===== src/rtl/memory_stage_pkg.sv =====
// memory_stage_pkg: shared types and constants for the memory-stage access controller
package memory_stage_pkg;
    localparam int DATA_W = 16;
    localparam logic BUBBLE_WRE = 1'b0;
    localparam logic BUBBLE_SEL = 1'b0;
    typedef enum logic {IDLE, WAIT} state_t;
    typedef struct packed {
        logic              req;
        logic              we;
        logic [DATA_W-1:0] addr;
        logic [DATA_W-1:0] wdata;
    } req_t;
    typedef struct packed {
        logic              wre;
        logic              sel;
        logic [DATA_W-1:0] alu;
        logic [DATA_W-1:0] rdata;
        logic [DATA_W-1:0] rd;
    } wb_t;
endpackage


===== src/rtl/memory_stage_access_timer.sv =====
// memory_wait_timer: counts not-ready WAIT cycles and flags the last one before abandoning
module memory_wait_timer #(
    parameter int TIMEOUT_CYCLES = 64
) (
    input  logic clk,
    input  logic reset,
    input  logic clear_i,
    input  logic enable_i,
    output logic expired_o
);
    logic [7:0] count_q, count_d;
    always_comb count_d = clear_i ? 8'd0 : enable_i ? count_q + 8'd1 : count_q;
    always_ff @(posedge clk) begin
        if (reset) count_q <= 8'd0;
        else       count_q <= count_d;
    end
    assign expired_o = count_q == 8'(TIMEOUT_CYCLES - 1);
endmodule


===== src/rtl/memory_stage_access.sv =====
// memory_stage_access: drives a ready-handshaked data memory for loads/stores, stalls upstream
// while waiting, and registers results into the memory/writeback boundary.
module memory_stage_access
    import memory_stage_pkg::*;
#(
    parameter int TIMEOUT_CYCLES = 64
) (
    input  logic              clk,
    input  logic              reset,
    input  logic              wre_memory,
    input  logic              select_writeback_data_mux_memory,
    input  logic              write_memory_enable_memory,
    input  logic [DATA_W-1:0] ALUresult_memory,
    input  logic [DATA_W-1:0] srcB_memory,
    input  logic [DATA_W-1:0] rd_memory,
    output logic              mem_req,
    output logic              mem_we,
    output logic [DATA_W-1:0] mem_addr,
    output logic [DATA_W-1:0] mem_wdata,
    input  logic              mem_ready,
    input  logic [DATA_W-1:0] mem_rdata,
    output logic              stall,
    output logic              wre_writeback,
    output logic              select_writeback_data_mux_writeback,
    output logic [DATA_W-1:0] ALUresult_writeback,
    output logic [DATA_W-1:0] read_data_writeback,
    output logic [DATA_W-1:0] rd_writeback,
    output logic              mem_error
);
    state_t state_q, state_d;
    req_t   req_q, req_d;
    wb_t    wb_q, wb_d;
    logic   err_q, err_d;
    logic   store, load, access, expired, done, abort;
    assign store  = write_memory_enable_memory;
    assign load   = select_writeback_data_mux_memory & ~store;
    assign access = load | store;
    assign done   = state_q == WAIT && mem_ready;
    assign abort  = state_q == WAIT && !mem_ready && expired;
    memory_wait_timer #(.TIMEOUT_CYCLES(TIMEOUT_CYCLES)) u_timer (
        .clk      (clk),
        .reset    (reset),
        .clear_i  (state_q == IDLE),
        .enable_i (state_q == WAIT && !mem_ready),
        .expired_o(expired)
    );
    // The final timeout cycle releases the stall so the instruction retires as a bubble
    assign stall = !reset && ((state_q == IDLE && access) || (state_q == WAIT && !mem_ready && !expired));
    always_comb begin
        state_d = state_q == IDLE ? (access ? WAIT : IDLE) : (done || abort) ? IDLE : WAIT;
        req_d   = req_q;
        wb_d    = wb_q;
        err_d   = err_q | abort;
        if (state_q == IDLE) begin
            if (access) begin
                req_d  = '{req: 1'b1, we: store, addr: ALUresult_memory, wdata: srcB_memory};
                wb_d.wre = BUBBLE_WRE;
                wb_d.sel = BUBBLE_SEL;
            end else begin
                wb_d = '{wre: wre_memory, sel: 1'b0, alu: ALUresult_memory, rdata: wb_q.rdata, rd: rd_memory};
            end
        end else if (done) begin
            req_d.req = 1'b0;
            wb_d = '{wre: wre_memory, sel: load, alu: ALUresult_memory,
                     rdata: load ? mem_rdata : wb_q.rdata, rd: rd_memory};
        end else if (abort) begin
            req_d.req = 1'b0;
            wb_d.wre  = BUBBLE_WRE;
            wb_d.sel  = BUBBLE_SEL;
        end
    end
    always_ff @(posedge clk) begin
        if (reset) begin
            state_q <= IDLE;
            req_q   <= '0;
            wb_q    <= '0;
            err_q   <= 1'b0;
        end else begin
            state_q <= state_d;
            req_q   <= req_d;
            wb_q    <= wb_d;
            err_q   <= err_d;
        end
    end
    assign mem_req                             = req_q.req;
    assign mem_we                              = req_q.we;
    assign mem_addr                            = req_q.addr;
    assign mem_wdata                           = req_q.wdata;
    assign wre_writeback                       = wb_q.wre;
    assign select_writeback_data_mux_writeback = wb_q.sel;
    assign ALUresult_writeback                 = wb_q.alu;
    assign read_data_writeback                 = wb_q.rdata;
    assign rd_writeback                        = wb_q.rd;
    assign mem_error                           = err_q;
endmodule


===== config.mk =====
export PLATFORM = sky130hd
export DESIGN_NAME = memory_stage_access
export DESIGN_NICKNAME = d
export VERILOG_FILES = /design/src/rtl/memory_stage_pkg.sv /design/src/rtl/memory_stage_access_timer.sv /design/src/rtl/memory_stage_access.sv
export SDC_FILE = /design/constraint.sdc
export NUM_CORES = 1
export LEC_CHECK = 0
export ABC_AREA = 0
export BUFFER_PORTS_ARGS = -buffer_cell sky130_fd_sc_hd__buf_2
export CAP_MARGIN = 20
export CORE_MARGIN = 2
export CORE_UTILIZATION = 50
export DETAILED_ROUTE_END_ITERATION = 10
export HOLD_SLACK_MARGIN = 0.06
export PLACE_DENSITY_LB_ADDON = 0.08
export SLEW_MARGIN = 30
export SYNTH_ARGS = -nofsm -noshare
export SYNTH_HDL_FRONTEND = slang
export SYNTH_SLANG_ARGS = --single-unit

===== constraint.sdc =====
create_clock -name clk -period 4.44 [get_ports clk]
set_clock_uncertainty 0.15 [all_clocks]
set_input_delay 0 -clock clk [delete_from_list [all_inputs] [get_ports clk]]
set_output_delay 0 -clock clk [all_outputs]
set_load 0.02 [all_outputs]

# == After elaboration in Yosys (flattened, before gate mapping) ==
# Index checks and enable logic that the tools add are counted.
# op_classes
reduce_logical,17
n_bitwise,5
add_sub_neg,1
n_mux,14
n_eq_ne,4
# op_table
op,count
2-to-1 mux 48 bit,2
2-to-1 mux 50 bit,1
2-to-1 mux 34 bit,1
2-to-1 mux 16 bit,1
adder 8 x 1 -> 8 bit (second input constant),1
== test 8 x 6 -> 1 bit (second input constant),1
logical AND 1 bit,6
2-to-1 mux 1 bit,6
2-to-1 mux 2 bit,3
AND reduction 2 bit,3
logical NOT 1 bit,3
inequality test 3 x 1 -> 1 bit (second input constant),1
AND reduction 3 bit,1
logical OR 1 bit,2
inequality test 2 x 1 -> 1 bit (second input constant),1
inequality test 2 bit (second input constant),1
inverter 1 bit,2
OR 1 bit,2
nonzero test 2 bit,1
OR reduction 2 bit,1
bitwise AND 1 bit,1
# word_totals
regBits,94
elab_cells,53
output_inout_bits,86
in_bits,70

# == Depth between registers and ports, before layout ==
# Gate-level depths: netlist of the first run.
# depth
ltp_word,6
mapped_depth,6
ltp_nobuf,4

# == Hierarchy ==
# Synthesis of the first run repeated with hierarchy kept, for this count alone.
# unflattened
cells_unflattened,422
area_unflattened_um2,3779.9
# by_module_without_submodules
mod,area_per_inst_um2,cells_per_inst,instances
memory_stage_access,3427.0,382,1
memory_wait_timer,352.8,40,1

# == Worst setup path before layout of the first run ==
# Ideal clock, no wire load.
# synth_path
path_kind,reg2out
startpoint,register u_timer.count_q[0]
endpoint,output port stall
slack_ps,2950
arrival_time_ps,1340
n_path_buf,0
stages_incl_launch_ff,5
path_cell_list,dfxtp_1 > ha_1 > and3_1 > a21o_1 > a21oi_1
# synth_between
elab_chain_cells,5
# synth_lines
element,line_no,rtl
start: declaration,memory_stage_access_timer.sv:11,"logic [7:0] count_q, count_d;"
start signal: assignment,memory_stage_access_timer.sv:15,else count_q <= count_d;
== test 8 x 6 -> 1 bit,memory_stage_access_timer.sv:17,assign expired_o = count_q == 8'(TIMEOUT_CYCLES - 1);
logical NOT 1 bit,memory_stage_access.sv:48,assign stall = !reset && ((state_q == IDLE && access) || (state_q == WAIT && !mem_ready && !expired));
logical AND 1 bit,memory_stage_access.sv:48,
logical OR 1 bit,memory_stage_access.sv:48,
logical AND 1 bit,memory_stage_access.sv:48,
end: declaration,memory_stage_access.sv:22,"output logic stall,"
# Every way passes these cells.

# == Final worst setup path of the first run ==
# layout_path
startpoint,register state_q
endpoint,register wb_q (netlist bit rd_writeback[15])
# layout_between
elab_chain_cells,3
# layout_lines
element,line_no,rtl
start: declaration,memory_stage_access.sv:30,"state_t state_q, state_d;"
start signal: assignment,memory_stage_access.sv:79,state_q <= state_d;
logical AND 1 bit,memory_stage_access.sv:38,assign done = state_q == WAIT && mem_ready;
inequality test 2 x 1 -> 1 bit (no line),--,
AND reduction 2 bit (no line),--,
end signal: assignment,memory_stage_access.sv:81,wb_q <= wb_d;
end: declaration,memory_stage_access.sv:32,"wb_t wb_q, wb_d;"
# Parallel ways exist; a longest one is shown, timed or not.
# A chain may end at the register's enable or synchronous reset.

==> results of run 1 <==
## worst reg2reg max path, stage by stage (launching register included)
cell                            delay, ns
sky130_fd_sc_hd__dfxtp_1             0.68
sky130_fd_sc_hd__and2_2              0.63
sky130_fd_sc_hd__o21ai_1             0.19
sky130_fd_sc_hd__dlygate4sd3_1       0.61
sky130_fd_sc_hd__a21oi_1             0.14
## routing by layer
| layer | wire length (um) | vias up |
|---|---|---|
| li1 | - | 1882 |
| met1 | 4542 | 1788 |
| met2 | 5295 | 163 |
| met3 | 693 | 24 |
| met4 | 288 | 0 |
| met5 | 0 | - |
## final cells by class
| class | instances | share of cell area |
|---|---|---|
| flip-flops and latches | 94 | 0.3589 |
| inverters | 3 | 0.002147 |
| multi-input cells | 298 | 0.2856 |
| clock inverters | 6 | 0.008828 |
| clock buffers | 10 | 0.02434 |
| well taps | 96 | 0.02291 |
| repair buffers | 233 | 0.2973 |
## cells by family (layout without fill, tap and decap cells)
group           Yosys count  count (layout)  share of synthesized area
simple gates            160             160                     0.2094
compound gates          134             134                     0.1981
flops                    94              94                     0.5301
buf+inv                  39             252                    0.05111
xor+xnor                  2               2                   0.004936
fa+ha+maj                 1               1                   0.003524
mux                       1               1                   0.002820
## how the worst max path moves through the flow
stage	startpoint	to	slack (ns)
after floorplan	u_timer.count_q[0]$_SDFFE_PP0P_	stall	2.95
after global placement	state_q$_SDFF_PP0_	rd_writeback[12]$_SDFFE_PP0P_	2.33
after detailed placement	state_q$_SDFF_PP0_	ALUresult_writeback[12]$_SDFFE_PP0P_	2.23
after CTS	state_q$_SDFF_PP0_	rd_writeback[3]$_SDFFE_PP0P_	1.72
after global routing	state_q$_SDFF_PP0_	rd_writeback[15]$_SDFFE_PP0P_	1.83
final	state_q$_SDFF_PP0_	rd_writeback[15]$_SDFFE_PP0P_	1.97
## per-stage QoR
| step | cell area (um2) | worst slack [ns] | instances | hold slack (ns) |
|---|---|---|---|---|
| finish | 5244 | 1.966 | 740 | 0.1350 |
| CTS | 5243 | 1.720 | 740 | 0.1221 |
| floorplan | 3550 | 2.950 | 431 | -0.01400 |
| detailed placement | 4308 | 2.228 | 648 | 0.09480 |
| global placement | 4289 | 2.329 | 647 | 0.09012 |
| global route | 5244 | 1.829 | 740 | 0.1800 |
## sequential cells by signal, indices dropped and copies added, names as in the netlist
| name | cells |
|---|---|
| mem_error | 1 |
| u_timer.count_q | 8 |
| mem_addr | 16 |
| read_data_writeback | 16 |
| ALUresult_writeback | 16 |
| wre_writeback | 1 |
| mem_wdata | 16 |
| mem_req | 1 |
| mem_we | 1 |
| select_writeback_data_mux_writeback | 1 |
| rd_writeback | 16 |
| state_q | 1 |
## where the power goes
part           switching, mW  internal, mW
Sequential            0.0271         0.889
Clock                  0.310         0.208
Combinational          0.190         0.138
Total                  0.527          1.23
## synth_stat cells (3+ instances only)
cell type,count
sky130_fd_sc_hd__a21oi_1,88
sky130_fd_sc_hd__buf_2,19
sky130_fd_sc_hd__clkbuf_1,13
sky130_fd_sc_hd__dfxtp_1,94
sky130_fd_sc_hd__inv_1,3
sky130_fd_sc_hd__nand2_1,99
sky130_fd_sc_hd__nand2b_1,5
sky130_fd_sc_hd__nand3_1,35
sky130_fd_sc_hd__nor2_1,4
sky130_fd_sc_hd__o21ai_0,32
sky130_fd_sc_hd__o21ai_1,5
sky130_fd_sc_hd__o31ai_1,3
sky130_fd_sc_hd__or4_1,3
==> out/results.txt, run 1 <==
outcome = finished clean
number of buffers added for setup after CTS = 0
overall power after layout = 1.761 mW
count of hold buffers inserted by post-cts repair = 76
number of fill cells = 524
number of hold-slack violations in the final timing report = 0
standard-cell rows = 30
sequential cell area fraction in the yosys report = 0.5301
nature of the critical path endpoint = flop
Worst Reg-to-Reg Cells = 4
kind of start point of the critical path = flop
worst setup path category = flop to flop
number of warning messages in the yosys log = 0
number of resized instances in the post-cts repair step = 0
global-route track usage on met1 = 0.3200
final setup fails = 0
average via count per standard cell = 5.212
clock sink count = 94
crit path cell chain = and2_2 -> o21ai_1 -> dlygate4sd3_1 -> a21oi_1
Die ar. = 0.007789 mm2
worst hold path endpoint = mem_error$_SDFF_PP0_
Post-Route Utilization = 0.7676
Antenna Cells = 0
first drt pass iteration count = 5
RSZ-0062 raised after global routing = false
largest voltage drop on the vdd net = 233.3 uV
TritonCTS clock tree = yes
Buffers on Ports = 155
Pins Over Slew Limit = 0
leakage component of the power = 2.323 nW
hold path startpoint = reset
share of the clock period used by the worst path after layout = 0.5572
fraction of met2 tracks used by global routing = 0.4470
Die Ht = 88.26 um
synthesized area per cell = 8.236 um2
vias in the first global route = 3414
area taken by multi-input logic gates = 0.001498 mm2
number of nets in the finished design = 710
clock latency reported for the late side of the worst-skew pair = 0.36 ns
Worst R2R Start = state_q$_SDFF_PP0_
Iteration-0 DRC Markers = 172
synthesized area = 0.003550 mm2
Setup TNS Final = 0 ns
global placer's final weighted congestion = 0.8221
standard cell with the maximum stage delay on the critical path = sky130_fd_sc_hd__dfxtp_1
prevailing post-synth register cell = sky130_fd_sc_hd__dfxtp_1
Die W = 88.26 um
most common library cell in the layout ignoring fill and taps = sky130_fd_sc_hd__buf_2
WP data arrival = 2.61 ns
initial antenna violation count = 0
first-pass GRT wire length = 15.95 mm
Hold Path Depth = 2
clk buf depth = 2
via count = 3857
Async S/R FF share, synth = 0
number of top-level design ports = 156
worst path buffer plus inverter count = 1
most area-consuming cells after synthesis = sky130_fd_sc_hd__dfxtp_1, sky130_fd_sc_hd__a21oi_1, sky130_fd_sc_hd__nand2_1
core area = 0.006832 mm2
final routed wire length divided by cell count = 14.62 um
r2r endpoint = rd_writeback[15]$_SDFFE_PP0P_
slack of the worst reg-to-reg path = 1.97 ns
delay of the slowest critical-path stage = 0.68 ns
Num CTS Buffers = 9
number of flops mapped to enable cells by yosys = 0
class of the most critical hold timing path = input pin to flop
Remaining Overflow, GRT = 0
highest net fanout along the worst path = 33
net count of the mapped netlist = 502
share of layout cells above drive strength 1 = 0.2795
Worst Max-Slew Pin Slew = 0.9476 ns
largest delay contributor family on the critical path = flip-flops
H-Tree Level Count = 3
antenna-violating nets left = 0
Levels on crit path = 4
worst endpoint required time = 4.58 ns
pin count of the biggest net entering global routing = 54
Residual DRC = 0
starting density of the core = 0.5196
number of storage elements in the synthesis netlist = 94
portion of synthesized cell area occupied by the leading cell type = 0.5301
shortest clock period the worst path allows after layout = 2.474 ns
FMAX = 404.2 MHz
Distinct cells, synth = 35
Slew headroom = 0.3683
routing usage on met3 = 0.06343
overall track demand over capacity in global routing = 0.2630
leading cell types in the layout, fill and taps excluded = sky130_fd_sc_hd__buf_2, sky130_fd_sc_hd__nand2_1, sky130_fd_sc_hd__dfxtp_1
count of maximum capacitance violations = 0
most congested layer reported by global routing = met2
final HPWL from detailed placement = 6.154 mm
Area Overhead vs Synth = 47.73%
CTS Root Buffer Type = sky130_fd_sc_hd__clkbuf_8
Cell Pwr Density = 335.9 mW/mm2
clock slew at the register clock pins of the worst setup and hold paths = 0.09 ns
instance count of the mapped netlist = 431
area used by sequential logic in the layout = 0.001882 mm2
routed wire length = 10.82 mm
post-synthesis cell type with the largest combined area = sky130_fd_sc_hd__dfxtp_1
Note: power is estimated with default switching activity, not from simulation.
==> inputs of run 2 (changes only) <==
--- a/config.mk
+++ b/config.mk
@@ -9,7 +9,7 @@
 export BUFFER_PORTS_ARGS = -buffer_cell sky130_fd_sc_hd__buf_2
 export CAP_MARGIN = 20
 export CORE_MARGIN = 2
-export CORE_UTILIZATION = 50
+export CORE_UTILIZATION = 42
 export DETAILED_ROUTE_END_ITERATION = 10
 export HOLD_SLACK_MARGIN = 0.06
 export PLACE_DENSITY_LB_ADDON = 0.08
==> constraint.sdc (replaced) <==
create_clock -name clk -period 2.2 [get_ports clk]
set_clock_uncertainty 0.15 [all_clocks]
set_input_delay 0 -clock clk [delete_from_list [all_inputs] [get_ports clk]]
set_output_delay 0 -clock clk [all_outputs]
set_load 0.02 [all_outputs]
==> out/results.txt, run 2 (synthesis results as in run 1) <==
global placer's final weighted congestion = 0.7261
Residual DRC = 0
clock latency reported for the late side of the worst-skew pair = 0.35 ns
reported net switching power = 1.033 mW
Slew headroom = 0.3946
Pins Over Slew Limit = 0
standard-cell rows = 33
r2r endpoint = rd_writeback[14]$_SDFFE_PP0P_
share of layout cells above drive strength 1 = 0.2895
most common library cell in the layout ignoring fill and taps = sky130_fd_sc_hd__buf_2
switching power share of the total = 0.2915
kind of start point of the critical path = flop
class of the most critical hold timing path = input pin to flop
Detail Route met3 WL = 649 um
routed wire length = 10.90 mm
core area = 0.008217 mm2
worst endpoint required time = 2.35 ns
portion of total power attributed to sequential cells = 0.521
pin count of the biggest net entering global routing = 36
nature of the critical path endpoint = flop
Setup TNS Final = 0 ns
internal power summed over all cells = 2.510 mW
initial antenna violation count = 0
Clk pwr share = 0.293
number of nets in the finished design = 713
H-Tree Level Count = 3
Hold Path Depth = 4
highest routing layer actually used = met4
Buffers on Ports = 155
sum of routed wire segments on met1 = 4.706 mm
Num CTS Buffers = 9
Iteration-0 DRC Markers = 164
final routed wire length divided by cell count = 14.51 um
shortest clock period the worst path allows after layout = 2.021 ns
Die W = 95.93 um
Antenna Cells = 0
Worst Max-Slew Pin Slew = 0.9057 ns
Remaining Overflow, GRT = 0
clock sink count = 94
worst hold path endpoint = mem_wdata[14]$_SDFFE_PP0P_
Die ar. = 0.009203 mm2
first-pass GRT wire length = 16.73 mm
Cell Pwr Density = 674.9 mW/mm2
Worst Reg-to-Reg Cells = 5
worst setup path category = flop to flop
leading cell types in the layout, fill and taps excluded = sky130_fd_sc_hd__buf_2, sky130_fd_sc_hd__nand2_1, sky130_fd_sc_hd__dfxtp_1
highest net fanout along the worst path = 32
Area Overhead vs Synth = 47.90%
final setup fails = 0
via count = 3811
RSZ-0062 raised after global routing = false
count of maximum capacitance violations = 0
Die Ht = 95.93 um
slack of the worst reg-to-reg path = 0.18 ns
outcome = finished clean
combinational cell fraction of total power = 0.186
Post-Route Utilization = 0.6390
hold path startpoint = srcB_memory[14]
final HPWL from detailed placement = 6.752 mm
overall track demand over capacity in global routing = 0.2330
WP data arrival = 2.17 ns
number of top-level design ports = 156
share of the clock period used by the worst path after layout = 0.9189
starting density of the core = 0.4320
vias in the first global route = 3578
FMAX = 494.7 MHz
Worst R2R Start = state_q$_SDFF_PP0_
clock slew at the register clock pins of the worst setup and hold paths = 0.09 ns
clk buf depth = 2
CTS Root Buffer Type = sky130_fd_sc_hd__clkbuf_8
leakage component of the power = 2.358 nW
number of fill cells = 754
largest voltage drop on the vdd net = 292.1 uV
antenna-violating nets left = 0
Hold Slack = 0.2680 ns
TritonCTS clock tree = yes
number of hold-slack violations in the final timing report = 0
average via count per standard cell = 5.075
first drt pass iteration count = 4
WL met2 = 5.377 mm
## run 2: cell type report
| type | instances | area (um2) | share of cell area |
|---|---|---|---|
| clock inverters | 5 | 35.03 | 0.006673 |
| inverters | 3 | 11.26 | 0.002145 |
| flip-flops and latches | 94 | 1883 | 0.3587 |
| repair buffers | 236 | 1559 | 0.2970 |
| multi-input cells | 298 | 1493 | 0.2843 |
| well taps | 105 | 131.4 | 0.02502 |
| clock buffers | 10 | 137.6 | 0.02622 |
## run 2: repair_timing
action                     4_1_cts  5_1_grt
hold buffers                    70        0
hold endpoints to repair        89        0
setup endpoints to repair        0        1
resized for setup                0        1
setup buffers                    0        0
## run 2: per-stage QoR
step	instance area (um2)	cells	worst slack [ns]	power (mW)
after floorplan	3550	431	0.7102	2.224
after global placement	4375	666	0.4717	2.432
after detailed placement	4375	666	0.3486	2.445
after CTS	5249	751	0.02586	3.571
after global routing	5250	751	0.06153	3.710
final	5250	751	0.1785	3.543
## run 2: worst max path at each step
stage,end,slack (ns),cells past startpoint,start
final,rd_writeback[14]$_SDFFE_PP0P_,0.18,5,state_q$_SDFF_PP0_
after detailed placement,mem_wdata[0]$_SDFFE_PP0P_,0.35,3,state_q$_SDFF_PP0_
after global routing,stall,0.06,4,u_timer.count_q[4]$_SDFFE_PP0P_
after floorplan,stall,0.71,4,u_timer.count_q[0]$_SDFFE_PP0P_
after CTS,rd_writeback[14]$_SDFFE_PP0P_,0.03,5,state_q$_SDFF_PP0_
after global placement,mem_addr[12]$_SDFFE_PP0P_,0.47,3,state_q$_SDFF_PP0_
## run 2: power groups by stage
stage / registers, mW / clock network [mW] / logic (mW)
3_5_place_dp: 1.89 / 0 / 0.560
2_1_floorplan: 1.99 / 0 / 0.232
6_report: 1.85 / 1.04 / 0.659
4_1_cts: 1.85 / 1.07 / 0.656
5_1_grt: 1.86 / 1.13 / 0.720
3_3_place_gp: 1.88 / 0 / 0.550
## run 2: routing by layer
| layer | vias to the layer above | global-route usage |
|---|---|---|
| met5 | - | 0 |
| met4 | 0 | 0.09048 |
| met3 | 17 | 0.04150 |
| met2 | 118 | 0.3992 |
| met1 | 1791 | 0.2911 |
| li1 | 1885 | - |
## run 2: worst max-delay path, stage by stage, from the launching register on
cell                            delay, ns
sky130_fd_sc_hd__dfxtp_2             0.51
sky130_fd_sc_hd__or3_1               0.15
sky130_fd_sc_hd__buf_4               0.33
sky130_fd_sc_hd__nand3_1             0.12
sky130_fd_sc_hd__a21oi_1             0.14
sky130_fd_sc_hd__dlygate4sd3_1       0.56
==> inputs of run 3 (changes only) <==
--- a/config.mk
+++ b/config.mk
@@ -8,7 +8,6 @@
 export ABC_AREA = 0
 export BUFFER_PORTS_ARGS = -buffer_cell sky130_fd_sc_hd__buf_2
 export CAP_MARGIN = 20
-export CORE_MARGIN = 2
 export CORE_UTILIZATION = 42
 export DETAILED_ROUTE_END_ITERATION = 10
 export HOLD_SLACK_MARGIN = 0.06
==> out/results.txt, run 3 (synthesis results as in run 1) <==
Hold Path Depth = 4
starting density of the core = 0.4320
Placed Area = 0.004368 mm2
share of layout cells above drive strength 1 = 0.2873
highest net fanout along the worst path = 35
antenna-violating nets left = 0
Worst R2R Start = state_q$_SDFF_PP0_
worst setup path category = flop to primary output
final setup fails = 0
Residual DRC = 0
Setup WS pre-CTS = 0.4170 ns
number of top-level design ports = 156
number of nets in the finished design = 711
slack of the worst reg-to-reg path = 0.42 ns
Num CTS Buffers = 9
leading cell types in the layout, fill and taps excluded = sky130_fd_sc_hd__buf_2, sky130_fd_sc_hd__nand2_1, sky130_fd_sc_hd__dfxtp_1
Slew headroom = 0.4137
nature of the critical path endpoint = primary output
first drt pass iteration count = 5
Final Instance Area = 0.005280 mm2
worst endpoint required time = 2.05 ns
average via count per standard cell = 4.972
r2r endpoint = mem_addr[9]$_SDFFE_PP0P_
Area Overhead vs Synth = 48.75%
TritonCTS clock tree = yes
leakage component of the power = 2.363 nW
Setup TNS Final = 0 ns
Die ar. = 0.008823 mm2
Worst Reg-to-Reg Cells = 3
final routed wire length divided by cell count = 13.50 um
RSZ-0062 raised after global routing = false
clk buf depth = 2
core area = 0.008217 mm2
shortest clock period the worst path allows after layout = 2.011 ns
standard-cell rows = 33
global placer's final weighted congestion = 0.7569
initial antenna violation count = 0
kind of start point of the critical path = flop
count of maximum capacitance violations = 0
outcome = finished clean
Worst Setup EP = stall
clock latency reported for the late side of the worst-skew pair = 0.35 ns
Iteration-0 DRC Markers = 186
first-pass GRT wire length = 15.81 mm
routed wire length = 10.11 mm
largest voltage drop on the vdd net = 359.9 uV
pin count of the biggest net entering global routing = 39
final HPWL from detailed placement = 6.383 mm
WP data arrival = 1.86 ns
Die W = 93.93 um
Die Ht = 93.93 um
Cell Pwr Density = 711.4 mW/mm2
Post-Route Utilization = 0.6426
Worst Max-Slew Pin Slew = 0.8771 ns
most common library cell in the layout ignoring fill and taps = sky130_fd_sc_hd__buf_2
clock slew at the register clock pins of the worst setup and hold paths = 0.09 ns
via count = 3724
vias in the first global route = 3399
overall track demand over capacity in global routing = 0.2275
share of the clock period used by the worst path after layout = 0.9143
FMAX = 497.2 MHz
Remaining Overflow, GRT = 0
Pins Over Slew Limit = 0
Worst setup startpoint = state_q$_SDFF_PP0_
H-Tree Level Count = 3
CTS Root Buffer Type = sky130_fd_sc_hd__clkbuf_8
class of the most critical hold timing path = input pin to flop
number of buffers added for setup after CTS = 0
Buffers on Ports = 155
clock sink count = 94
Antenna Cells = 0
number of hold-slack violations in the final timing report = 0
final worst-path setup slack = 0.1885 ns
run 3: worst min-delay path by stage:
stage | from | endpoint
floorplan | srcB_memory[0] | mem_wdata[0]$_SDFFE_PP0P_
global placement | srcB_memory[7] | mem_wdata[7]$_SDFFE_PP0P_
detailed placement | srcB_memory[8] | mem_wdata[8]$_SDFFE_PP0P_
CTS | srcB_memory[6] | mem_wdata[6]$_SDFFE_PP0P_
global route | srcB_memory[3] | mem_wdata[3]$_SDFFE_PP0P_
finish | mem_rdata[13] | read_data_writeback[13]$_SDFFE_PP0P_
run 3: area by class of cell:
cell class / instances / area (um2)
sequential: 94 / 1882
multi-input combinational: 298 / 1493
inverter: 3 / 11.26
timing repair buffer: 234 / 1541
clock inverter: 5 / 83.83
clock buffer: 10 / 137.6
tap: 105 / 131.4
fill: 714 / 2937
run 3: timing repair:
item | 4_1_cts | 5_1_grt
gates resized for setup | 0 | 0
hold buffers | 69 | 0
hold endpoints to repair | 88 | 0
run 3: through the flow:
step / hold WS [ns] / std cells / power [mW]
final: 0.2777 / 749 / 3.756
after global placement: 0.08970 / 665 / 2.430
after global routing: 0.2720 / 749 / 3.927
after detailed placement: 0.09719 / 665 / 2.441
after floorplan: -0.01400 / 431 / 2.224
after CTS: 0.2572 / 749 / 3.789
run 3: where the power goes:
group          internal (mW)  switching [mW]  leakage (nW)
registers               1.79          0.0536         0.769
clock network          0.667           0.593         0.105
logic                  0.274           0.374          1.49
total                   2.74            1.02          2.36
run 3: worst max-delay path, cell delays in order (launching register included):
cell                       delay, ns
sky130_fd_sc_hd__dfxtp_1        0.66
sky130_fd_sc_hd__o21bai_4       0.49
sky130_fd_sc_hd__a21oi_1        0.13
sky130_fd_sc_hd__buf_2          0.21
run 3: layer usage:
| layer | part of all wire | GRT usage | vias to the layer above |
|---|---|---|---|
| li1 | - | - | 1880 |
| met1 | 0.46 | 0.2896 | 1711 |
| met2 | 0.48 | 0.3796 | 120 |
| met3 | 0.056 | 0.04288 | 13 |
| met4 | 0.012 | 0.08718 | 0 |
| met5 | 0 | 0 | - |
